<file path="config.mk">
export PLATFORM = sky130hd
export DESIGN_NAME = reg_writeback
export DESIGN_NICKNAME = d
export VERILOG_FILES = /design/src/rtl/reg_writeback.sv
export SDC_FILE = /design/constraint.sdc
export NUM_CORES = 1
export LEC_CHECK = 0
export ABC_AREA = 1
export ABC_CLOCK_PERIOD_IN_PS = 1630
export BUFFER_PORTS_ARGS = -buffer_cell sky130_fd_sc_hd__buf_2
export CAP_MARGIN = 20
export CORE_MARGIN = 4
export CORE_UTILIZATION = 35
export CTS_CLUSTER_DIAMETER = 30
export CTS_CLUSTER_SIZE = 14
export DETAILED_ROUTE_END_ITERATION = 6
export PLACE_DENSITY_LB_ADDON = 0.2
export SETUP_SLACK_MARGIN = 0.1
export SLEW_MARGIN = 0
export SYNTH_ARGS = -nofsm -noshare
export SYNTH_HDL_FRONTEND = slang
export SYNTH_SLANG_ARGS = --single-unit
</file>
<file path="constraint.sdc">
create_clock -name Clk -period 1.63 [get_ports Clk]
set_clock_uncertainty 0.1 [all_clocks]
set_input_delay 0.163 -clock Clk [delete_from_list [all_inputs] [get_ports Clk]]
set_output_delay 0.163 -clock Clk [all_outputs]
set_load 0.01 [all_outputs]
</file>
<file path="src/rtl/reg_writeback.sv">
// ---------------------------------------------------------------------------
// reg_writeback
//
// Write-back and hazard stage in front of the 8-entry register file. It merges
// single-cycle ALU results with fixed-latency data-memory load returns into
// one registered register-file write port, keeps a one-entry skid for an ALU
// result that collides with a load return, and tracks in-flight loads with a
// per-register pending scoreboard so decode can be stalled on hazards.
//
// Parameters:
//   W         data path width
//   LOAD_LAT  data-memory read latency in cycles (legal range 1..4)
//
// Ports:
//   Clk                 clock, all state updates on the rising edge
//   Reset_n             synchronous active-low reset
//   AluValid/Dest/Data  ALU result for this cycle
//   LoadIssue/LoadDest  load issued to data memory this cycle
//   MemData             load data, valid LOAD_LAT cycles after issue
//   RdEnA/B, RaddrA/B   decode source operand usage and addresses
//   Stall               combinational; decode must hold its instruction
//   RfWe/RfWaddr/RfWdata registered register-file write port
//   FwdValidA/B, FwdDataA/B  bypass from the write-port register
//
// Configuration macro:
//   REG_WRITEBACK_FORWARD_EN  when defined, a source that matches the
//   current write-port register is bypassed instead of stalled. When
//   undefined, the bypass outputs are tied to zero and such a match stalls
//   decode for that one cycle.
// ---------------------------------------------------------------------------
module reg_writeback #(
    parameter int W        = 8,
    parameter int LOAD_LAT = 2
) (
    input  logic         Clk,
    input  logic         Reset_n,
    input  logic         AluValid,
    input  logic [2:0]   AluDest,
    input  logic [W-1:0] AluData,
    input  logic         LoadIssue,
    input  logic [2:0]   LoadDest,
    input  logic [W-1:0] MemData,
    input  logic         RdEnA,
    input  logic         RdEnB,
    input  logic [2:0]   RaddrA,
    input  logic [2:0]   RaddrB,
    output logic         Stall,
    output logic         RfWe,
    output logic [2:0]   RfWaddr,
    output logic [W-1:0] RfWdata,
    output logic         FwdValidA,
    output logic         FwdValidB,
    output logic [W-1:0] FwdDataA,
    output logic [W-1:0] FwdDataB
);

    // Load tracker: one {valid, dest} slot per cycle of memory latency.
    logic [LOAD_LAT-1:0] LdValid;
    logic [2:0]          LdDest [LOAD_LAT];

    // Registers whose load result has not yet reached the write-port register.
    logic [7:0] Pending;

    // One-entry skid for an ALU result displaced by a load return.
    logic         SkidValid;
    logic [2:0]   SkidDest;
    logic [W-1:0] SkidData;

    logic       LoadReturn;
    logic [2:0] ReturnDest;
    logic       AluAccept;
    logic       LoadAccept;
    logic       HazardA;
    logic       HazardB;
    logic [7:0] PendingSet;
    logic [7:0] PendingClear;

    assign LoadReturn = LdValid[LOAD_LAT-1];
    assign ReturnDest = LdDest[LOAD_LAT-1];

    // Upstream holds its request while stalled, so nothing is taken then.
    assign AluAccept  = AluValid  && !Stall;
    assign LoadAccept = LoadIssue && !Stall;

    // Per-source hazard detection. A source is not readable while a load to
    // it is in flight, while the skid holds a result for it, and (without
    // bypassing) during the cycle its write is sitting in the output
    // register, because the register file still returns the old value then.
    always_comb begin
        HazardA = RdEnA && (Pending[RaddrA] || (SkidValid && (SkidDest == RaddrA)));
        HazardB = RdEnB && (Pending[RaddrB] || (SkidValid && (SkidDest == RaddrB)));
`ifndef REG_WRITEBACK_FORWARD_EN
        if (RdEnA && RfWe && (RfWaddr == RaddrA)) begin
            HazardA = 1'b1;
        end
        if (RdEnB && RfWe && (RfWaddr == RaddrB)) begin
            HazardB = 1'b1;
        end
`endif
    end

    // A full skid always stalls so the skid can never be overwritten. A new
    // load to a register that already has one in flight is held back so the
    // two returns can never be reordered against the scoreboard.
    assign Stall = SkidValid || HazardA || HazardB ||
                   (LoadIssue && Pending[LoadDest]);

    // Scoreboard update masks. A set and a clear of the same register in one
    // cycle cannot happen: the set needs the issue to be accepted, and the
    // WAW check stalls any issue to a register that is still pending.
    always_comb begin
        PendingSet   = LoadAccept ? (8'(1) << LoadDest)   : 8'd0;
        PendingClear = LoadReturn ? (8'(1) << ReturnDest) : 8'd0;
    end

    // The load pipe shifts every cycle regardless of stall, since the memory
    // returns data at a fixed latency; a stalled cycle just inserts a bubble.
    always_ff @(posedge Clk) begin
        if (!Reset_n) begin
            LdValid <= '0;
            for (int i = 0; i < LOAD_LAT; i++) begin
                LdDest[i] <= '0;
            end
        end else begin
            LdValid[0] <= LoadAccept;
            LdDest[0]  <= LoadDest;
            for (int i = 1; i < LOAD_LAT; i++) begin
                LdValid[i] <= LdValid[i-1];
                LdDest[i]  <= LdDest[i-1];
            end
        end
    end

    // Pending bits are set when a load is accepted and cleared on the edge
    // where its data is captured into the write-port register.
    always_ff @(posedge Clk) begin
        if (!Reset_n) begin
            Pending <= '0;
        end else begin
            Pending <= (Pending & ~PendingClear) | PendingSet;
        end
    end

    // Write-port selection: a load return always wins because its data only
    // exists for one cycle; a colliding ALU result is parked in the skid and
    // drained next cycle ahead of any new ALU result (which the full skid has
    // already stalled). Address and data hold their last value when idle.
    always_ff @(posedge Clk) begin
        if (!Reset_n) begin
            RfWe      <= 1'b0;
            RfWaddr   <= '0;
            RfWdata   <= '0;
            SkidValid <= 1'b0;
            SkidDest  <= '0;
            SkidData  <= '0;
        end else if (LoadReturn) begin
            RfWe    <= 1'b1;
            RfWaddr <= ReturnDest;
            RfWdata <= MemData;
            if (AluAccept) begin
                SkidValid <= 1'b1;
                SkidDest  <= AluDest;
                SkidData  <= AluData;
            end
        end else if (SkidValid) begin
            RfWe      <= 1'b1;
            RfWaddr   <= SkidDest;
            RfWdata   <= SkidData;
            SkidValid <= 1'b0;
        end else if (AluAccept) begin
            RfWe    <= 1'b1;
            RfWaddr <= AluDest;
            RfWdata <= AluData;
        end else begin
            RfWe <= 1'b0;
        end
    end

    // Bypass from the write-port register covers the one cycle in which the
    // register file would still return stale data.
`ifdef REG_WRITEBACK_FORWARD_EN
    assign FwdValidA = RdEnA && RfWe && (RfWaddr == RaddrA);
    assign FwdValidB = RdEnB && RfWe && (RfWaddr == RaddrB);
    assign FwdDataA  = RfWdata;
    assign FwdDataB  = RfWdata;
`else
    assign FwdValidA = 1'b0;
    assign FwdValidB = 1'b0;
    assign FwdDataA  = '0;
    assign FwdDataB  = '0;
`endif

endmodule
</file>
==> results of run 1 <==
[final timing paths]
path                 from      endpoint  slack [ps]  cells past startpoint
min            AluDest[1]   SkidDest[1]          10                      3
max            Pending[7]         Stall        -130                      9
max reg2reg    Pending[7]    RfWdata[5]        -120                     12
min reg2reg  LdDest[0][0]  LdDest[0][3]         310                      2
[flip-flops by register name (all words and copies together), names as in the netlist]
signal	flops
Pending	8
RfWdata	8
SkidData	8
LdDest	6
RfWaddr	3
SkidDest	3
LdValid	2
RfWe	1
SkidValid	1
[area by class of cell]
class	instances	area (sq um)	area share (%)
clock buffer	5	68.8	2.21
clock inverter	2	12.5	0.402
inverter	43	164	5.27
multi-input combinational	274	1420	45.7
sequential	40	823	26.4
tap	96	120	3.86
timing repair buffer	74	502	16.1
[critical path: stages, from the launching register on]
cell	delay [ps]
dfxtp_4	360
nand2_1	60
nand2_1	50
nand2_1	80
nand3_2	70
nand3_2	100
nand2_4	60
nor3b_4	220
inv_1	80
buf_6	120
[cells in the mapped netlist, types with 2 or more instances]
cell	count	area share, %
o22ai_1	2	0.51
dfxtp_1	40	32
xnor2_1	2	0.71
nand3b_1	2	0.61
nand4_1	4	1.0
nand2_1	114	17
buf_4	19	5.8
o21ai_2	3	1.1
a21oi_1	13	2.6
nand2_4	2	0.91
o21ai_0	24	4.9
nand3_1	26	5.3
buf_2	2	0.41
inv_2	3	0.46
nand3_2	9	3.6
inv_1	39	5.9
nor3_1	4	0.81
clkbuf_1	7	1.1
o311ai_0	2	0.71
nand2_2	2	0.51
nor2_1	43	6.5
buf_6	7	3.2
[power by group through the flow]
stage	combinational [mW]	sequential (mW)	clock, mW
2_1_floorplan	0.360	1.11	0
3_5_place_dp	0.527	1.10	0
4_1_cts	0.571	1.08	0.658
3_3_place_gp	0.522	1.10	0
6_report	0.615	1.08	0.640
5_1_grt	0.681	1.09	0.697
[timing repair]
action / in CTS / in global routing
hold buffers: 2 / 0
pin swaps: 4 / 7
setup endpoints to repair: 32 / 34
resized for setup: 26 / 17
gates cloned: 0 / 1
buffers inserted: 4 / 2
endpoints found under the hold margin: 2 / 0
[through the flow]
stage               area [sq um]  cells  util [%]
floorplan                   2540    393         -
global placement            2810    519      41.1
finish                      3110    534      45.6
global route                3110    534      45.6
detailed placement          2810    519      41.1
CTS                         3000    531      43.9
[routing by layer]
metal | vias up | track usage (%)
met3 | 8 | 2.54
met2 | 67 | 23.7
met4 | 0 | 4.95
met1 | 1083 | 18.9
li1 | 1265 | -
met5 | - | 0
[logic make-up (layout without fill, tap and decap cells)]
logic type                count (synthesis)  after routing  share of synthesized area (%)
and+or+nand+nor                         210            210                           39.7
buffers and inverters                    79            124                           17.2
AOI/OAI and AO/OA                        44             44                           9.77
DFF                                      40             40                           32.4
xor gates and xnor gates                  2              2                          0.709
other                                     1             18                          0.152
==> flow_summary.toml, run 1 <==
[power]
total_power_mw = 2.34
leakagePower_nw = 1.55
p_per_area_nw_per_um2 = 750
power_report.internal_total_mw = 1.60
power.net_switching_mw = 0.739
ir_drop_v = 0.000332
p_comb_share_pct = 26.3
p_clk_share_pct = 27.4
swShare_pct = 31.6
power_frac_seq_pct = 46.3

[cells_and_area]
nFillCells = 730
fin_nets = 472
area_growth_syn_to_layout_pct = 26.0
final_layout_size_suffix_gt1_share_pct = 32.2
antenna_cells = 0
final_common_cell = "nand2_1"
layout_common_cells = "114 x nand2_1, 45 x buf_2, 37 x nor2_1"

[synth]
synthCells = 376
synthDistinctLibCells = 29
synth_warnings = 0
synth_edf_count = 0
ys_ff_latch = 40
netlist_area_sq_um = 2470
syn_area_per_cell_sq_um = 6.57
async_reset_ff_share_pct = 0
ys_seq_area_share_pct = 32.4
synth_ff_type = "dfxtp_1"

[global_routing]
grt_pass1_wl_mm = 10.0
grt_usage_pct = 14.4
antenna_found_initial = 0
grt_start_max_net_pins = 24
globalRouteOverflowTotal = 0
grt_pass1_vias = 2214

[clock_network]
insertion_delay_ps = 290
cts_buffers = 5
htreeDepth = 2
clkTransAtPathRegs_ps = 80
root_buffer = "clkbuf_8"
clk_path_buf_depth = 2
cts.sinks = 40
cts_tree = "yes"

[status]
violations = "negative setup slack"
status = "complete, but fails checks"

[timing]
drv_slew = 0
finalHoldViolCount = 0
fmax_mhz = 568
finalCriticalPeriod_ps = 1760
setup_slack_ps = -131
period_share_pct = 108
rsz0062_at_grt = "true"
holdWs_ps = 11.0
setup_tns_ps = -1900
finalSetupViolCount = 25

[placed_design]
io_buffers = 46
hpwl_mm = 4.62
globalplace.congestion = 0.832
place_ws_ps = -39.1

[route]
detail_route.first_pass.iterations = 4
drtAntennaViolNets = 0
top_layer = "met4"
drt_iter0_markers = 107
wl_met3_um = 316
drc_errors = 0
drt-met1-wl_mm = 2.94
vias_per_cell = 4.54
wl_met2_mm = 2.84
num_vias = 2423
postRouteWirelength_mm = 6.20
wl_per_cell_um = 11.6

[critical_path]
cp.required_ps = 1370
startpoint_type = "flip-flop"
criticalPathCategory = "flip-flop to primary output"
cp_data_arrival_time_ps = 1500
cp-end-kind = "primary output"
critical_path.max_fanout = 4

[die]
die_height_um = 92.0
die_area_sq_um = 8470
rows = 30
coreArea_sq_um = 6830
chipWidth_um = 92.0
start_util_pct = 36.2
ioPinCount = 65

[hold_path]
hold_path.class = "primary input to flip-flop"

[run]
max_cap_viol_count = 0
Note: power is estimated with default switching activity, not from simulation.
==> run 2, diff against run 1 <==
==> constraint.sdc (replaced) <==
create_clock -name Clk -period 1.63 [get_ports Clk]
set_clock_uncertainty 0.1 [all_clocks]
set_input_delay 0.326 -clock Clk [delete_from_list [all_inputs] [get_ports Clk]]
set_output_delay 0.326 -clock Clk [all_outputs]
set_load 0.01 [all_outputs]
==> run 2 against run 1 <==
Compared with the run above: the flow still finishes with violations (negative setup slack); fmax shrank 7.5%; sequential power hardly changed; power increased by 8.5%; non-clock buffer count rose by 4; global-route usage rose by 0.72 points; wire length rose by 2.8%; first-iteration DRC count rose by 21%; register-to-register slack about the same; largest power group unchanged; clock power up 25%; highest routed layer unchanged; utilization increased by 1.7 points; combinational power up 5.4%.
==> flow_summary.toml, run 2 (same netlist as run 1, synthesis figures left out) <==
[status]
status = "complete, but fails checks"
violations = "negative setup slack"

[placed_design]
placed_area_sq_um = 2910
dp.cells = 525
place_ws_ps = -210
io_buffers = 46
hpwl_mm = 4.75
globalplace.congestion = 0.821

[die]
rows = 30
coreArea_sq_um = 6830
start_util_pct = 36.2
die_area_sq_um = 8470
chipWidth_um = 92.0
ioPinCount = 65
die_height_um = 92.0

[power]
p_per_area_nw_per_um2 = 784
ir_drop_v = 0.000338
leakagePower_nw = 1.60

[timing]
period_share_pct = 117
rsz0062_at_grt = "true"
setup_slack_ps = -273
finalCriticalPeriod_ps = 1900
finalHoldViolCount = 0
drv_slew = 0
finalSetupViolCount = 25
fmax_mhz = 525

[critical_path]
criticalPathCategory = "flip-flop to primary output"
cp_common_cell = "inv_2"
max_stage_delay_ps = 360
crit_family = "simple AND/OR/NAND/NOR gates"
cp_data_arrival_time_ps = 1480
startpoint_type = "flip-flop"
cp.required_ps = 1200
critical_path.max_fanout = 4
cp.buffers_inverters = 4
ff2ff_path_depth = 15
worstPathCellList = "inv_2, nand2_2, nand2_2, nor2_1, nand2_1, nand3_1, nand2_1, inv_2, nor3b_4, inv_2, buf_6"
cp_num_cells = 11
crit_path_top_delay_cell = "dfxtp_4"
cp-end-kind = "primary output"

[route]
drt_iter0_markers = 130
vias_per_cell = 4.47
drtAntennaViolNets = 0
wl_per_cell_um = 11.8
postRouteWirelength_mm = 6.38
drc_errors = 0
num_vias = 2409
detail_route.first_pass.iterations = 4

[global_routing]
grt_use_met3_pct = 3.61
met1_usage_pct = 20.5
grt-busiest-layer = "met2"
globalRouteOverflowTotal = 0
grt_pass1_wl_mm = 10.4
antenna_found_initial = 0
grt_start_max_net_pins = 24
met2_usage_pct = 23.8
grt_pass1_vias = 2224
grt_usage_pct = 15.1

[cells_and_area]
post-route-util_pct = 47.3
reg_top3 = "Pending x8, RfWdata x8, SkidData x8"
area_growth_syn_to_layout_pct = 30.7
final_layout_size_suffix_gt1_share_pct = 36.6
final_cell_area_sq_um = 3230
layout.cells.non_filler = 539
nFillCells = 705
layout_common_cells = "101 x nand2_1, 45 x buf_2, 40 x nor2_1"
final_common_cell = "nand2_1"
fin_nets = 476
antenna_cells = 0

[clock_network]
htreeDepth = 2
root_buffer = "clkbuf_8"
insertion_delay_ps = 290
cts_tree = "yes"
clkTransAtPathRegs_ps = 80
cts_buffers = 5
clk_path_buf_depth = 2
cts.sinks = 40

[run]
max_cap_viol_count = 0

[hold_path]
hold_path.class = "primary input to flip-flop"
holdPathStages = 3
==> run 2: changes by cell type in the layout (fill, tap and decap cells not counted), sizes merged <==
cell	before	now
bufinv	0	1
clkinvlp	1	0
buf	71	78
dlygate4sd3	2	0
==> run 2: report_power, final <==
group	total (mW)	internal [mW]	switching (mW)
combinational	0.648	0.294	0.354
clock	0.802	0.455	0.347
sequential	1.08	1.03	0.0486
total	2.53	1.78	0.750
==> run 2: cell type report <==
type | instances | area, sq um | area share (%)
tap | 96 | 120 | 3.72
multi-input combinational | 274 | 1450 | 44.7
sequential | 40 | 832 | 25.8
clock inverter | 2 | 35.0 | 1.08
inverter | 43 | 169 | 5.23
clock buffer | 6 | 72.6 | 2.25
timing repair buffer | 78 | 557 | 17.2
==> run 2: final timing paths <==
kind,from,endpoint,slack (ps)
max,RfWaddr[2],Stall,-270
min,AluData[1],SkidData[1],170
max reg2reg,RfWaddr[2],SkidData[4],-110
min reg2reg,LdDest[0][1],LdDest[0][4],320
==> run 2: metrics by stage <==
step | TNS, ps | power (mW) | hold slack, ps
detailed placement | -5330 | 1.67 | 304
CTS | -2910 | 2.53 | 159
global placement | -4560 | 1.67 | 299
global route | -5880 | 2.67 | 174
floorplan | -25.4 | 1.50 | 290
finish | -2540 | 2.53 | 168
==> run 2: metal layers <==
layer | wire length (um) | part of all wire [%] | vias to the layer above
met1 | 3090 | 49 | 1066
met2 | 2830 | 44 | 65
met5 | 0 | 0 | -
met4 | 70 | 1.1 | 0
met3 | 379 | 5.9 | 6
li1 | - | - | 1272
==> run 2: repair_timing <==
item                                   in CTS  in global routing
setup buffers                               5                  3
setup endpoints to repair                  34                 34
pin swaps                                  11                 16
hold buffers                                0                  0
endpoints found under the hold margin       0                  0
gates resized for setup                    24                 26
gates cloned                                1                  0
==> run 2: worst min-delay path, stage by stage <==
cell	delay [ps]
buf_2	80
nor2_1	40
nor2_1	80
==> run 3, diff against run 2 <==
- TNS_END_PERCENT: default -> 10
==> run 3 against run 2 <==
Compared with the run above: the flow still finishes with violations (negative setup slack); die area unchanged; clock power up 40%; largest power group is now clock; via count up 0.58%; combinational power up 7.9%; setup slack worse by 32 ps; sequential share of layout area down 1.1 points; critical endpoint unchanged.
==> flow_summary.toml, run 3 (same netlist as run 1, synthesis figures left out) <==
[clock_network]
clkTransAtPathRegs_ps = 80
insertion_delay_ps = 290
htreeDepth = 2
cts_tree = "yes"
root_buffer = "clkbuf_8"
cts_buffers = 5
ctsHoldBuffers = 0
clk_path_buf_depth = 2
cts.sinks = 40

[route]
drtAntennaViolNets = 0
drt_iter0_markers = 120
drc_errors = 0
detail_route.first_pass.iterations = 4
vias_per_cell = 4.46
num_vias = 2423
postRouteWirelength_mm = 6.36
wl_per_cell_um = 11.7

[global_routing]
grt_pass1_vias = 2168
grt_pass1_wl_mm = 10.4
grt_start_max_net_pins = 24
antenna_found_initial = 0
grt_usage_pct = 15.0
globalRouteOverflowTotal = 0

[status]
violations = "negative setup slack"
status = "complete, but fails checks"

[hold_path]
hold_path.class = "primary input to flip-flop"
holdPathStages = 3
holdCritStartpoint = "AluData[6]"

[critical_path]
startpoint_type = "flip-flop"
critical_path.max_fanout = 4
cp.required_ps = 1200
criticalPathCategory = "flip-flop to primary output"
startpoint = "RfWaddr[0]"
cp_data_arrival_time_ps = 1510
ff2ff_path_depth = 14
cp-end-kind = "primary output"
reg2reg_from = "RfWaddr[0]"

[cells_and_area]
reg_top3 = "Pending x8, RfWdata x8, SkidData x8"
fin_nets = 480
area_growth_syn_to_layout_pct = 33.5
final_common_cell = "nand2_1"
layout.cells.non_filler = 543
post-route-util_pct = 48.3
multi_input_area_sq_um = 1380
seqCellArea_sq_um = 815
final_layout_size_suffix_gt1_share_pct = 32.2
nFillCells = 705
layout_common_cells = "112 x nand2_1, 44 x buf_2, 42 x nor2_1"
antenna_cells = 0

[power]
p_per_area_nw_per_um2 = 880
leakagePower_nw = 1.65
total_power_mw = 2.90
ir_drop_v = 0.000466

[die]
die_height_um = 92.0
rows = 30
die_area_sq_um = 8470
coreArea_sq_um = 6830
start_util_pct = 36.2
ioPinCount = 65
chipWidth_um = 92.0

[timing]
fmax_mhz = 517
rsz0062_at_grt = "true"
finalHoldViolCount = 0
finalCriticalPeriod_ps = 1930
drv_slew = 0
setup_slack_ps = -305
setup_tns_ps = -5220
finalSetupViolCount = 34
period_share_pct = 119

[run]
max_cap_viol_count = 0

[placed_design]
io_buffers = 46
hpwl_mm = 4.49
place_ws_ps = -187
globalplace.congestion = 0.859
dp.cells = 522
-- run 3: timing repair --
| item | 4_1_cts | 5_1_grt |
|---|---|---|
| cloned | 3 | 0 |
| pin swaps | 8 | 8 |
| setup buffers | 6 | 5 |
| setup endpoints to repair | 34 | 35 |
| gates resized for setup | 22 | 14 |
-- run 3: where the power goes --
group	switching (mW)	total (mW)	internal, mW
Sequential	0.0452	1.08	1.04
Combinational	0.358	0.699	0.342
Clock	0.354	1.12	0.766
Total	0.757	2.90	2.15
-- run 3: through the flow --
stage	hold slack [ps]	instance area, sq um
floorplan	290	2560
global route	171	3300
finish	168	3300
CTS	160	3200
detailed placement	297	2850
global placement	296	2850
-- run 3: final timing paths --
path                                    end  slack [ps]
worst max-delay path                  Stall        -300
worst min-delay path            SkidData[6]         170
worst max register to register  SkidData[5]        -220
worst min register to register   LdValid[1]         320
-- run 3: routing by layer --
metal | global-route usage (%) | wire (um) | up-vias | share of wire [%]
met2 | 23.5 | 2870 | 59 | 45
met3 | 2.95 | 302 | 8 | 4.7
met1 | 21.0 | 3100 | 1068 | 49
li1 | - | - | 1288 | -
met5 | 0 | 0 | - | 0
met4 | 4.21 | 94 | 0 | 1.5
-- run 3: cell type report --
class | count | share of cell area (%)
multi-input cells | 274 | 41.9
flip-flops and latches | 40 | 24.7
repair buffers | 82 | 19.8
inverters | 43 | 5.12
well taps | 96 | 3.64
clock inverters | 3 | 2.73
clock buffers | 5 | 2.09
-- run 3: critical path, stage by stage, from the launching register on --
cell and delay, ps:
dfxtp_2 340, inv_2 80, nand2_1 50, nand2_1 50, nor2_1 40, nand2_1 60, nand3_1 70, nand2_1 80
inv_2 60, nor3b_4 220, inv_2 50, buf_6 110
